## src/rtl/alu_pkg.sv

```systemverilog
// Shared opcodes, widths and FSM state encoding for the round-robin ALU scheduler.
package alu_pkg;
   localparam int ALU_IN_W  = 4;
   localparam int ALU_OUT_W = 6;

   localparam logic [2:0] OP_PASS = 3'b000;
   localparam logic [2:0] OP_ADD  = 3'b001;
   localparam logic [2:0] OP_SUB  = 3'b010;
   localparam logic [2:0] OP_INC  = 3'b011;
   localparam logic [2:0] OP_DEC  = 3'b100;
   localparam logic [2:0] OP_MAX  = 3'b101;
   localparam logic [2:0] OP_MIN  = 3'b110;
   localparam logic [2:0] OP_AVG  = 3'b111;

   typedef enum logic [1:0] {
      ST_IDLE = 2'd0,
      ST_EXEC = 2'd1,
      ST_RESP = 2'd2
   } state_e;
endpackage

```

## src/rtl/alu_rr_sched_if.sv

```systemverilog
// Requester command buses and tagged response port of the shared ALU scheduler.
interface alu_rr_sched_if #(
   parameter int NREQ = 4,
   parameter int IDW  = 2
);
   import alu_pkg::*;

   logic [NREQ-1:0]                req_valid;
   logic [NREQ-1:0]                req_ready;
   logic [NREQ-1:0][2:0]           req_op;
   logic [NREQ-1:0][ALU_IN_W-1:0]  req_a;
   logic [NREQ-1:0][ALU_IN_W-1:0]  req_b;
   logic                           rsp_valid;
   logic                           rsp_ready;
   logic [ALU_OUT_W-1:0]           rsp_data;
   logic [IDW-1:0]                 rsp_id;

   modport master (
      output req_valid, req_op, req_a, req_b, rsp_ready,
      input  req_ready, rsp_valid, rsp_data, rsp_id
   );
   modport slave (
      input  req_valid, req_op, req_a, req_b, rsp_ready,
      output req_ready, rsp_valid, rsp_data, rsp_id
   );
endinterface

```

## src/rtl/alu_core.sv

```systemverilog
// Combinational 4-bit, 8-function ALU producing a 6-bit modulo-64 result.
module alu_core
   import alu_pkg::*;
(
   input  logic [2:0]           op,
   input  logic [ALU_IN_W-1:0]  a,
   input  logic [ALU_IN_W-1:0]  b,
   output logic [ALU_OUT_W-1:0] result
);
   logic [ALU_OUT_W-1:0] a_x, b_x;
   logic [ALU_IN_W:0]    sum_h;

   assign a_x   = ALU_OUT_W'(a);
   assign b_x   = ALU_OUT_W'(b);
   // Average keeps only the 5-bit sum before halving, so 15+15 averages to 15.
   assign sum_h = {1'b0, a} + {1'b0, b};

   always_comb begin
      result = a_x;
      case (op)
         OP_PASS: result = a_x;
         OP_ADD:  result = a_x + b_x;
         OP_SUB:  result = a_x - b_x;
         OP_INC:  result = a_x + ALU_OUT_W'(1);
         OP_DEC:  result = a_x - ALU_OUT_W'(1);
         OP_MAX:  result = (a >= b) ? a_x : b_x;
         OP_MIN:  result = (a <= b) ? a_x : b_x;
         OP_AVG:  result = ALU_OUT_W'(sum_h[ALU_IN_W:1]);
         default: result = a_x;
      endcase
   end
endmodule

```

## src/rtl/alu_rr_sched.sv

```systemverilog
// Round-robin arbiter sharing one ALU among NREQ requesters; IDLE -> EXEC -> RESP per op.
module alu_rr_sched
   import alu_pkg::*;
#(
   parameter int NREQ = 4,
   parameter int IDW  = 2
) (
   input  logic          clk,
   input  logic          rst_n,
   alu_rr_sched_if.slave bus,
   output logic          busy
);
   localparam logic [IDW:0]   NREQ_W = (IDW+1)'(NREQ);
   localparam logic [IDW-1:0] LAST   = IDW'(NREQ-1);

   state_e               state;
   logic [IDW-1:0]       rr_ptr, winner, id_q, rsp_id_q;
   logic [IDW:0]         idx;
   logic                 found;
   logic [2:0]           op_q;
   logic [ALU_IN_W-1:0]  a_q, b_q;
   logic [ALU_OUT_W-1:0] alu_res, rsp_data_q;
   logic                 rsp_valid_q;

   // First valid requester at or above rr_ptr, wrapping modulo NREQ.
   always_comb begin
      found  = 1'b0;
      winner = '0;
      idx    = '0;
      for (int k = 0; k < NREQ; k++) begin
         idx = {1'b0, rr_ptr} + (IDW+1)'(k);
         if (idx >= NREQ_W) idx = idx - NREQ_W;
         if (!found && bus.req_valid[idx[IDW-1:0]]) begin
            found  = 1'b1;
            winner = idx[IDW-1:0];
         end
      end
   end

   always_comb begin
      bus.req_ready = '0;
      if (rst_n && state == ST_IDLE && found) bus.req_ready[winner] = 1'b1;
   end

   alu_core u_alu (
      .op     (op_q),
      .a      (a_q),
      .b      (b_q),
      .result (alu_res)
   );

   always_ff @(posedge clk or negedge rst_n) begin
      if (!rst_n) begin
         state       <= ST_IDLE;
         rr_ptr      <= '0;
         op_q        <= '0;
         a_q         <= '0;
         b_q         <= '0;
         id_q        <= '0;
         rsp_valid_q <= 1'b0;
         rsp_data_q  <= '0;
         rsp_id_q    <= '0;
      end else begin
         case (state)
            ST_IDLE: if (found) begin
               op_q   <= bus.req_op[winner];
               a_q    <= bus.req_a[winner];
               b_q    <= bus.req_b[winner];
               id_q   <= winner;
               rr_ptr <= (winner == LAST) ? '0 : winner + IDW'(1);
               state  <= ST_EXEC;
            end
            ST_EXEC: begin
               rsp_data_q  <= alu_res;
               rsp_id_q    <= id_q;
               rsp_valid_q <= 1'b1;
               state       <= ST_RESP;
            end
            ST_RESP: if (bus.rsp_ready) begin
               rsp_valid_q <= 1'b0;
               state       <= ST_IDLE;
            end
            default: state <= ST_IDLE;
         endcase
      end
   end

   assign bus.rsp_valid = rsp_valid_q;
   assign bus.rsp_data  = rsp_data_q;
   assign bus.rsp_id    = rsp_id_q;
   assign busy          = (state != ST_IDLE);
endmodule

```

## src/flat_wrapper.sv

```systemverilog
// flat-port wrapper written by rule: the top's interface ports become plain ports
module alu_rr_sched_flat import alu_pkg::*;
#(
   parameter int NREQ = 4,
   parameter int IDW  = 2
)
  (clk, rst_n, busy, bus_req_valid, bus_req_op, bus_req_a, bus_req_b, bus_rsp_ready, bus_req_ready, bus_rsp_valid, bus_rsp_data, bus_rsp_id);
  alu_rr_sched_if #(.NREQ(NREQ), .IDW(IDW)) bus_i ();
  input  logic clk;
  input  logic rst_n;
  output logic busy;
  input wire logic [$bits(bus_i.req_valid)-1:0] bus_req_valid;
  input wire logic [$bits(bus_i.req_op)-1:0] bus_req_op;
  input wire logic [$bits(bus_i.req_a)-1:0] bus_req_a;
  input wire logic [$bits(bus_i.req_b)-1:0] bus_req_b;
  input wire logic [$bits(bus_i.rsp_ready)-1:0] bus_rsp_ready;
  output wire logic [$bits(bus_i.req_ready)-1:0] bus_req_ready;
  output wire logic [$bits(bus_i.rsp_valid)-1:0] bus_rsp_valid;
  output wire logic [$bits(bus_i.rsp_data)-1:0] bus_rsp_data;
  output wire logic [$bits(bus_i.rsp_id)-1:0] bus_rsp_id;
  assign bus_i.req_valid = bus_req_valid;
  assign bus_i.req_op = bus_req_op;
  assign bus_i.req_a = bus_req_a;
  assign bus_i.req_b = bus_req_b;
  assign bus_i.rsp_ready = bus_rsp_ready;
  assign bus_req_ready = bus_i.req_ready;
  assign bus_rsp_valid = bus_i.rsp_valid;
  assign bus_rsp_data = bus_i.rsp_data;
  assign bus_rsp_id = bus_i.rsp_id;
  alu_rr_sched #(.NREQ(NREQ), .IDW(IDW)) u_core (.clk(clk), .rst_n(rst_n), .bus(bus_i), .busy(busy));
endmodule
```

## config.mk

```make
export PLATFORM = sky130hd
export DESIGN_NAME = alu_rr_sched_flat
export DESIGN_NICKNAME = d
export VERILOG_FILES = /design/src/rtl/alu_pkg.sv /design/src/rtl/alu_rr_sched_if.sv /design/src/rtl/alu_core.sv /design/src/rtl/alu_rr_sched.sv /design/src/flat_wrapper.sv
export SDC_FILE = /design/constraint.sdc
export NUM_CORES = 1
export LEC_CHECK = 0
export BUFFER_PORTS_ARGS = -buffer_cell sky130_fd_sc_hd__buf_2
export CORE_MARGIN = 2
export CORE_UTILIZATION = 45
export CTS_BUF_LIST = sky130_fd_sc_hd__clkbuf_2
export DETAILED_ROUTE_END_ITERATION = 8
export GPL_TIMING_DRIVEN = 0
export PLACE_DENSITY = 0.7
export SLEW_MARGIN = 20
export SYNTH_ARGS = -nofsm -noshare
export SYNTH_HDL_FRONTEND = slang
export SYNTH_SLANG_ARGS = --single-unit
```

## constraint.sdc

```tcl
create_clock -name clk -period 3.35 [get_ports clk]
set_clock_uncertainty 0.2 [all_clocks]
set_input_delay 0.8375 -clock clk [delete_from_list [all_inputs] [get_ports clk]]
set_output_delay 0.8375 -clock clk [all_outputs]
set_load 0.05 [all_outputs]
```

==> flow_summary_export.csv, run 1 <==
group,metric,value,unit
synth,syn_nets,321,
drt,antenna_left,0,
synth,seq_area_frac_synth,0.281,
sta,fin_tns_setup,0,ns
sta,rsz0062_at_grt,"yes",
drt,wirelength,5760,um
global_routing,track_usage,0.203,
finish,fin_area,2900,um^2
sta,maxSlewViolCount,0,
power_and_ir_drop,leakage,1.40,nW
die,die_area,5730,um^2
sta,fmax,304,MHz
critical_path,path_cells,"buf_2 > nor2b_2 > a211o_1 > a21oi_4 > buf_8 > inv_1 > ha_1 > and3_2 > buf_6",
die,die_height,75.7,um
global_routing,gr-total-overflow,0,
critical_path,cp-start-kind,"input pin",
drt,vias,2139,
clock_tree,clk_pin_slew_worst_paths,0.28,ns
critical_path,crit_path_end_kind,"output port",
global_routing,grt_max_degree,31,
finish,fillers,448,
synth,syn-instance-count,254,
synth,syn_avg_cell_area,9.10,um^2
critical_path,cp.arrival,2.25,ns
die,die_x,75.7,um
critical_path,slowest_delay,0.26,ns
power_and_ir_drop,combPwrFrac,0.741,
sta,period_share,0.982,
die,initial_utilization,0.459,
drt,routed_via_density,5.35,
synth,ys_warn_count,0,
global_routing,antenna_found_initial,0,
clock_tree,cts-root-buf,"clkbuf_2",
global_routing,grt_pass1_wl,8900,um
critical_path,startpoint,"bus_req_valid[0]",
min_path,hold_class,"in2async",
run_status,status,"completed",
drt,post_drt_wl_per_cell,14.4,um
place,dp_hpwl,4420,um
power_and_ir_drop,irDropWorstVdd,0.429,mV
sta,hold_viol_final,0,
clock_tree,cts_tree,"done",
place,port_buffers,64,
finish,seq_area,651,um^2
sta,post-route-min-period,3.29,ns
synth,async_reset_ff_frac,1.00,
clock_tree,cts_sinks,26,
drt,post-route-drc-count,0,
synth,synthTopCellsByArea,"dfrtp_1 (28%), mux2i_1 (17%), ha_1 (7.6%)",
critical_path,crit_cells,9,
critical_path,worstPathRequired,2.31,ns
die,core,5040,um^2
clock_tree,insertion_delay,0.38,ns
finish,drive_gt1_frac,0.321,
power_and_ir_drop,switchingPower,0.00165,W
critical_path,critPathMaxFanout,5,
synth,synth_edf_count,0,
finish,utilization,0.575,
finish,final-instance-count-excl-fill,400,
clock_tree,clockBufferDepth,2,
power_and_ir_drop,p_per_area,1110,nW/um^2
critical_path,path_delay_family,"buffers and inverters",
sta,worst_slew_pin_slew,0.619,ns
drt,drtIter0Drc,112,
clock_tree,cts_buffers,3,
critical_path,cp_slowest_cell,"a211o_1",
finish,area_delta_synth_final,25.4,%
synth,yosysUniqueCellTypes,52,
die,rows,26,
sta,slew_headroom,0.587,
finish,multiInputGateArea,1550,um^2
power_and_ir_drop,internal_power,0.00156,W
synth,yosys_most_used_dff,"dfrtp_1",
synth,synth_seq_cells,26,
critical_path,crit_buf_inv,4,
synth,synth_top_area_cell,"dfrtp_1",
power_and_ir_drop,clockPowerShare,0.065,
finish,final_net_count,398,
sta,setup_viol,0,
job,maxCapViolCount,0,
place,dp.cells,388,
clock_tree,cts_hold_buf,0,
synth,syn-cell-area,2310,um^2
critical_path,timing.rr.start,"u_core.a_q[0]",
power_and_ir_drop,p_seq_frac,0.195,
place,gp_congestion,0.934,
critical_path,critPathKind,"in2out",
place,placed_area,2730,um^2
power_and_ir_drop,swShare,0.513,
die,ios,65,
drt,firstDrtPassIters,4,
synth,yosysTopAreaCellShare,0.281,
global_routing,grt_pass1_vias,1972,
finish,antenna_cells,0,
clock_tree,htree_num_levels,1,
critical_path,ff2ff_path_depth,9,
registers in the layout, summed over array words and instances (netlist names):
signal and cells:
u_core.rr_ptr 2, u_core.bus.rsp_id 2, u_core.state 2, u_core.a_q 4, u_core.id_q 2, u_core.op_q 3
u_core.bus.rsp_valid 1, u_core.bus.rsp_data 6, u_core.b_q 4
power groups by stage:
stage	sequential, W	combinational (W)	clock, W
2_1_floorplan	0.000763	0.00160	0
6_report	0.000624	0.00238	0.000208
5_1_grt	0.000653	0.00259	0.000221
3_3_place_gp	0.000621	0.00220	0
4_1_cts	0.000624	0.00230	0.000212
3_5_place_dp	0.000631	0.00223	0
per-stage QoR:
step	setup WS, ns	total power, W	hold slack, ns
2_1_floorplan	0.0337	0.00236	0.235
3_3_place_gp	-0.283	0.00282	0.253
3_5_place_dp	-0.319	0.00286	0.257
4_1_cts	0.00113	0.00313	0.230
5_1_grt	-0.00433	0.00347	0.232
6_report	0.0612	0.00321	0.206
cell usage after synthesis (all sizes together), types with 2 or more instances:
master,n
ha,14
dfrtp,26
o21a,2
xor2,3
xnor2,3
and3,4
nor2b,4
o22ai,3
a31oi,4
inv,17
a21o,2
a22oi,2
mux2,14
nand4,2
nor2,11
a21oi,16
o21ai,13
nand2,18
fa,2
or3,4
mux2i,39
clkbuf,10
nand2b,6
nand3,2
buf,6
nor3,3
o31ai,2
a211oi,3
o221ai,2
per-layer routing:
layer / track usage / wire, um / up-vias
li1: - / - / 1067
met1: 0.269 / 2530 / 982
met2: 0.343 / 2840 / 86
met3: 0.0278 / 366 / 4
met4: 0.0624 / 23 / 0
met5: 0 / 0 / -
cells in the final DEF (no fill, tap or decap), drive strengths merged, types with 3 or more instances in the layout:
master	instances
or3	4
and3	4
mux2i	39
dfrtp	26
nor2	11
nor3	3
o21ai	13
xor2	3
clkbuf	13
buf	78
xnor2	3
a31oi	4
a21oi	16
a211oi	3
nand2	18
mux2	14
inv	17
ha	14
o22ai	3
nand2b	6
nor2b	4
final cells by class:
cell class / count / share of cell area
repair buffers: 72 / 0.140
well taps: 70 / 0.0302
clock buffers: 3 / 0.00518
flip-flops and latches: 26 / 0.224
clock inverters: 1 / 0.0104
plain buffers: 16 / 0.0341
multi-input cells: 195 / 0.534
inverters: 17 / 0.0220
kinds of logic after synthesis:
group           Yosys count  share of synthesized area
compound gates           60                      0.171
xor+xnor                  6                     0.0227
fa+ha+maj                17                     0.0974
buf+inv                  33                     0.0617
flops                    26                      0.281
mux                      53                      0.237
simple gates             59                      0.129
worst reg2reg max path, stage by stage, from the launching register on:
cell and delay [ns]:
dfrtp_1 0.47, clkbuf_1 0.21, inv_1 0.18, ha_1 0.21, nand2b_1 0.14, a21oi_1 0.11, o21ai_1 0.50, mux2i_1 0.34
o21ai_0 0.12, o22a_1 0.20
repair_timing:
action,4_1_cts,5_1_grt
endpoints found under the setup margin,4,4
pin swaps,2,3
buffers inserted,3,5
gates resized for setup,12,7
worst paths after layout:
kind | to | slack (ns)
min reg2reg | u_core.bus.rsp_id[1] | 0.31
min in group clk | u_core.bus.rsp_id[1] | 0.31
min | u_core.bus.rsp_id[0] | 0.21
max | bus_req_ready[0] | 0.06
max reg2reg | u_core.bus.rsp_data[2] | 0.61
max in group asynchronous | u_core.op_q[2] | 2.33
Power figures use the tool's default switching activity.
==> run 2, diff against run 1 <==
==> constraint.sdc (replaced) <==
create_clock -name clk -period 3.93 [get_ports clk]
set_clock_uncertainty 0.2 [all_clocks]
set_input_delay 0.9825 -clock clk [delete_from_list [all_inputs] [get_ports clk]]
set_output_delay 0.9825 -clock clk [all_outputs]
set_load 0.05 [all_outputs]
==> run 2 against run 1 <==
Effect of this change: sequential share of layout area is 1.0 points higher; critical endpoint is now bus_req_ready[3]; cell count is 1.8% lower; non-clock buffer count shrank 7; die area is the same.
==> flow_summary_export.csv, run 2 (synthesis gave the netlist of run 1 again) <==
group,metric,value,unit
run_status,status,"completed",
global_routing,gr-total-overflow,0,
die,die_area,5730,um^2
finish,fin_area,2770,um^2
finish,largest_register_ffs,6,
drt,vias,2077,
clock_tree,cts.repair.resized,0,
drt,drtIter0Drc,126,
power_and_ir_drop,clockPowerShare,0.066,
power_and_ir_drop,internal_power,0.00126,W
clock_tree,cts-root-buf,"clkbuf_2",
global_routing,grt_pass1_wl,8680,um
critical_path,critPathMaxFanout,11,
clock_tree,insertion_delay,0.36,ns
place,dp_hpwl,4240,um
critical_path,worstPathRequired,2.75,ns
clock_tree,cts_hold_buf,0,
global_routing,grt_max_degree,31,
finish,area_delta_synth_final,19.9,%
finish,final_net_count,391,
sta,slew_headroom,0.596,
power_and_ir_drop,p_seq_frac,0.203,
critical_path,worst-r2r-setup-slack,1.23,ns
sta,fin_hold_ws,0.305,ns
sta,setup_viol,0,
power_and_ir_drop,swShare,0.517,
die,initial_utilization,0.459,
critical_path,cp.arrival,2.61,ns
finish,layout_common_cells,"buf_2 (67), mux2i_1 (39), dfrtp_1 (26)",
sta,rsz0062_at_grt,"no",
clock_tree,cts_tree,"done",
critical_path,cp_slowest_cell,"buf_2",
drt,firstDrtPassIters,4,
die,core,5040,um^2
drt,routed_via_density,5.28,
drt,antenna_left,0,
global_routing,antenna_found_initial,0,
die,die_height,75.7,um
critical_path,startpoint,"bus_req_valid[0]",
clock_tree,clk_pin_slew_worst_paths,0.25,ns
critical_path,timing.rr.start,"u_core.a_q[0]",
sta,post-route-min-period,3.79,ns
clock_tree,clockBufferDepth,2,
critical_path,cp_common_cell,"buf_2",
sta,setup_ws,0.135,ns
sta,fin_tns_setup,0,ns
finish,antenna_cells,0,
critical_path,cp-start-kind,"input pin",
die,ios,65,
clock_tree,cts_sinks,26,
power_and_ir_drop,switchingPower,0.00135,W
global_routing,track_usage,0.197,
job,maxCapViolCount,0,
drt,post_drt_wl_per_cell,13.3,um
power_and_ir_drop,combPwrFrac,0.730,
sta,hold_viol_final,0,
power_and_ir_drop,leakage,1.35,nW
place,place_worst_setup_slack,-0.0696,ns
place,placed_area,2720,um^2
critical_path,slowest_delay,0.30,ns
power_and_ir_drop,p_per_area,938,nW/um^2
place,port_buffers,64,
finish,utilization,0.550,
global_routing,grt_pass1_vias,1863,
place,gp_congestion,0.936,
clock_tree,htree_num_levels,1,
critical_path,path_cells,"buf_2 > a21o_1 > a21oi_1 > o22ai_1 > inv_1 > buf_2 > ha_1 > and3_1 > buf_2",
critical_path,critPathKind,"in2out",
min_path,min_from,"u_core.bus.rsp_id[0]",
clock_tree,cts_buffers,3,
finish,final_common_cell,"buf_2",
sta,period_share,0.966,
die,die_x,75.7,um
die,rows,26,
sta,worst_slew_pin_slew,0.607,ns
finish,drive_gt1_frac,0.282,
min_path,hold_class,"reg2reg",
drt,wirelength,5230,um
power_and_ir_drop,irDropWorstVdd,0.386,mV
drt,post-route-drc-count,0,
sta,maxSlewViolCount,0,
sta,fmax,264,MHz
critical_path,crit_path_end_kind,"output port",
run 2: power groups by stage:
stage	Combinational (W)	Sequential, W	Clock [W]
floorplan	0.00136	0.000650	0
global placement	0.00187	0.000529	0
finish	0.00190	0.000528	0.000173
detailed placement	0.00188	0.000535	0
CTS	0.00189	0.000527	0.000177
global route	0.00211	0.000556	0.000188
run 2: final timing paths:
| path | end | cells after the start |
|---|---|---|
| worst max-delay path | bus_req_ready[3] | 9 |
| worst min-delay path | u_core.bus.rsp_id[0] | 2 |
| worst max register to register | u_core.bus.rsp_data[4] | 11 |
| worst min register to register | u_core.bus.rsp_id[0] | 2 |
| max in group asynchronous | u_core.rr_ptr[1] | 1 |
| min in group asynchronous | u_core.bus.rsp_id[1] | 1 |
run 2: timing repair:
action / in CTS / in global routing
hold endpoints to repair: 0 / 0
endpoints found under the setup margin: 3 / 0
setup buffers: 1 / 0
run 2: per-stage QoR:
| step | total power [W] | instances |
|---|---|---|
| detailed placement | 0.00241 | 388 |
| CTS | 0.00260 | 393 |
| global route | 0.00285 | 393 |
| floorplan | 0.00201 | 254 |
| global placement | 0.00240 | 388 |
| finish | 0.00260 | 393 |
run 2: worst max-delay path: cells and delay by family:
kind	cells	cell delay [ns]
AO/OA/AOI/OAI	3	0.44
AND/OR/NAND/NOR	1	0.14
adder cells (fa/ha/maj)	1	0.22
buffers and inverters	4	0.82
run 2: metal layers:
layer | track usage | up-vias | wire, um
met3 | 0.0238 | 8 | 277
met1 | 0.289 | 929 | 2550
met4 | 0.0507 | 0 | 53
met5 | 0 | - | 0
li1 | - | 1049 | -
met2 | 0.307 | 91 | 2350
run 2: cell type report:
type                    count  area [um^2]
multi-input cells         195         1520
fillers                   463         2270
repair buffers             65          328
clock buffers               3         15.0
clock inverters             1         30.0
well taps                  70         87.6
inverters                  17         63.8
flip-flops and latches     26          651
plain buffers              16         78.8
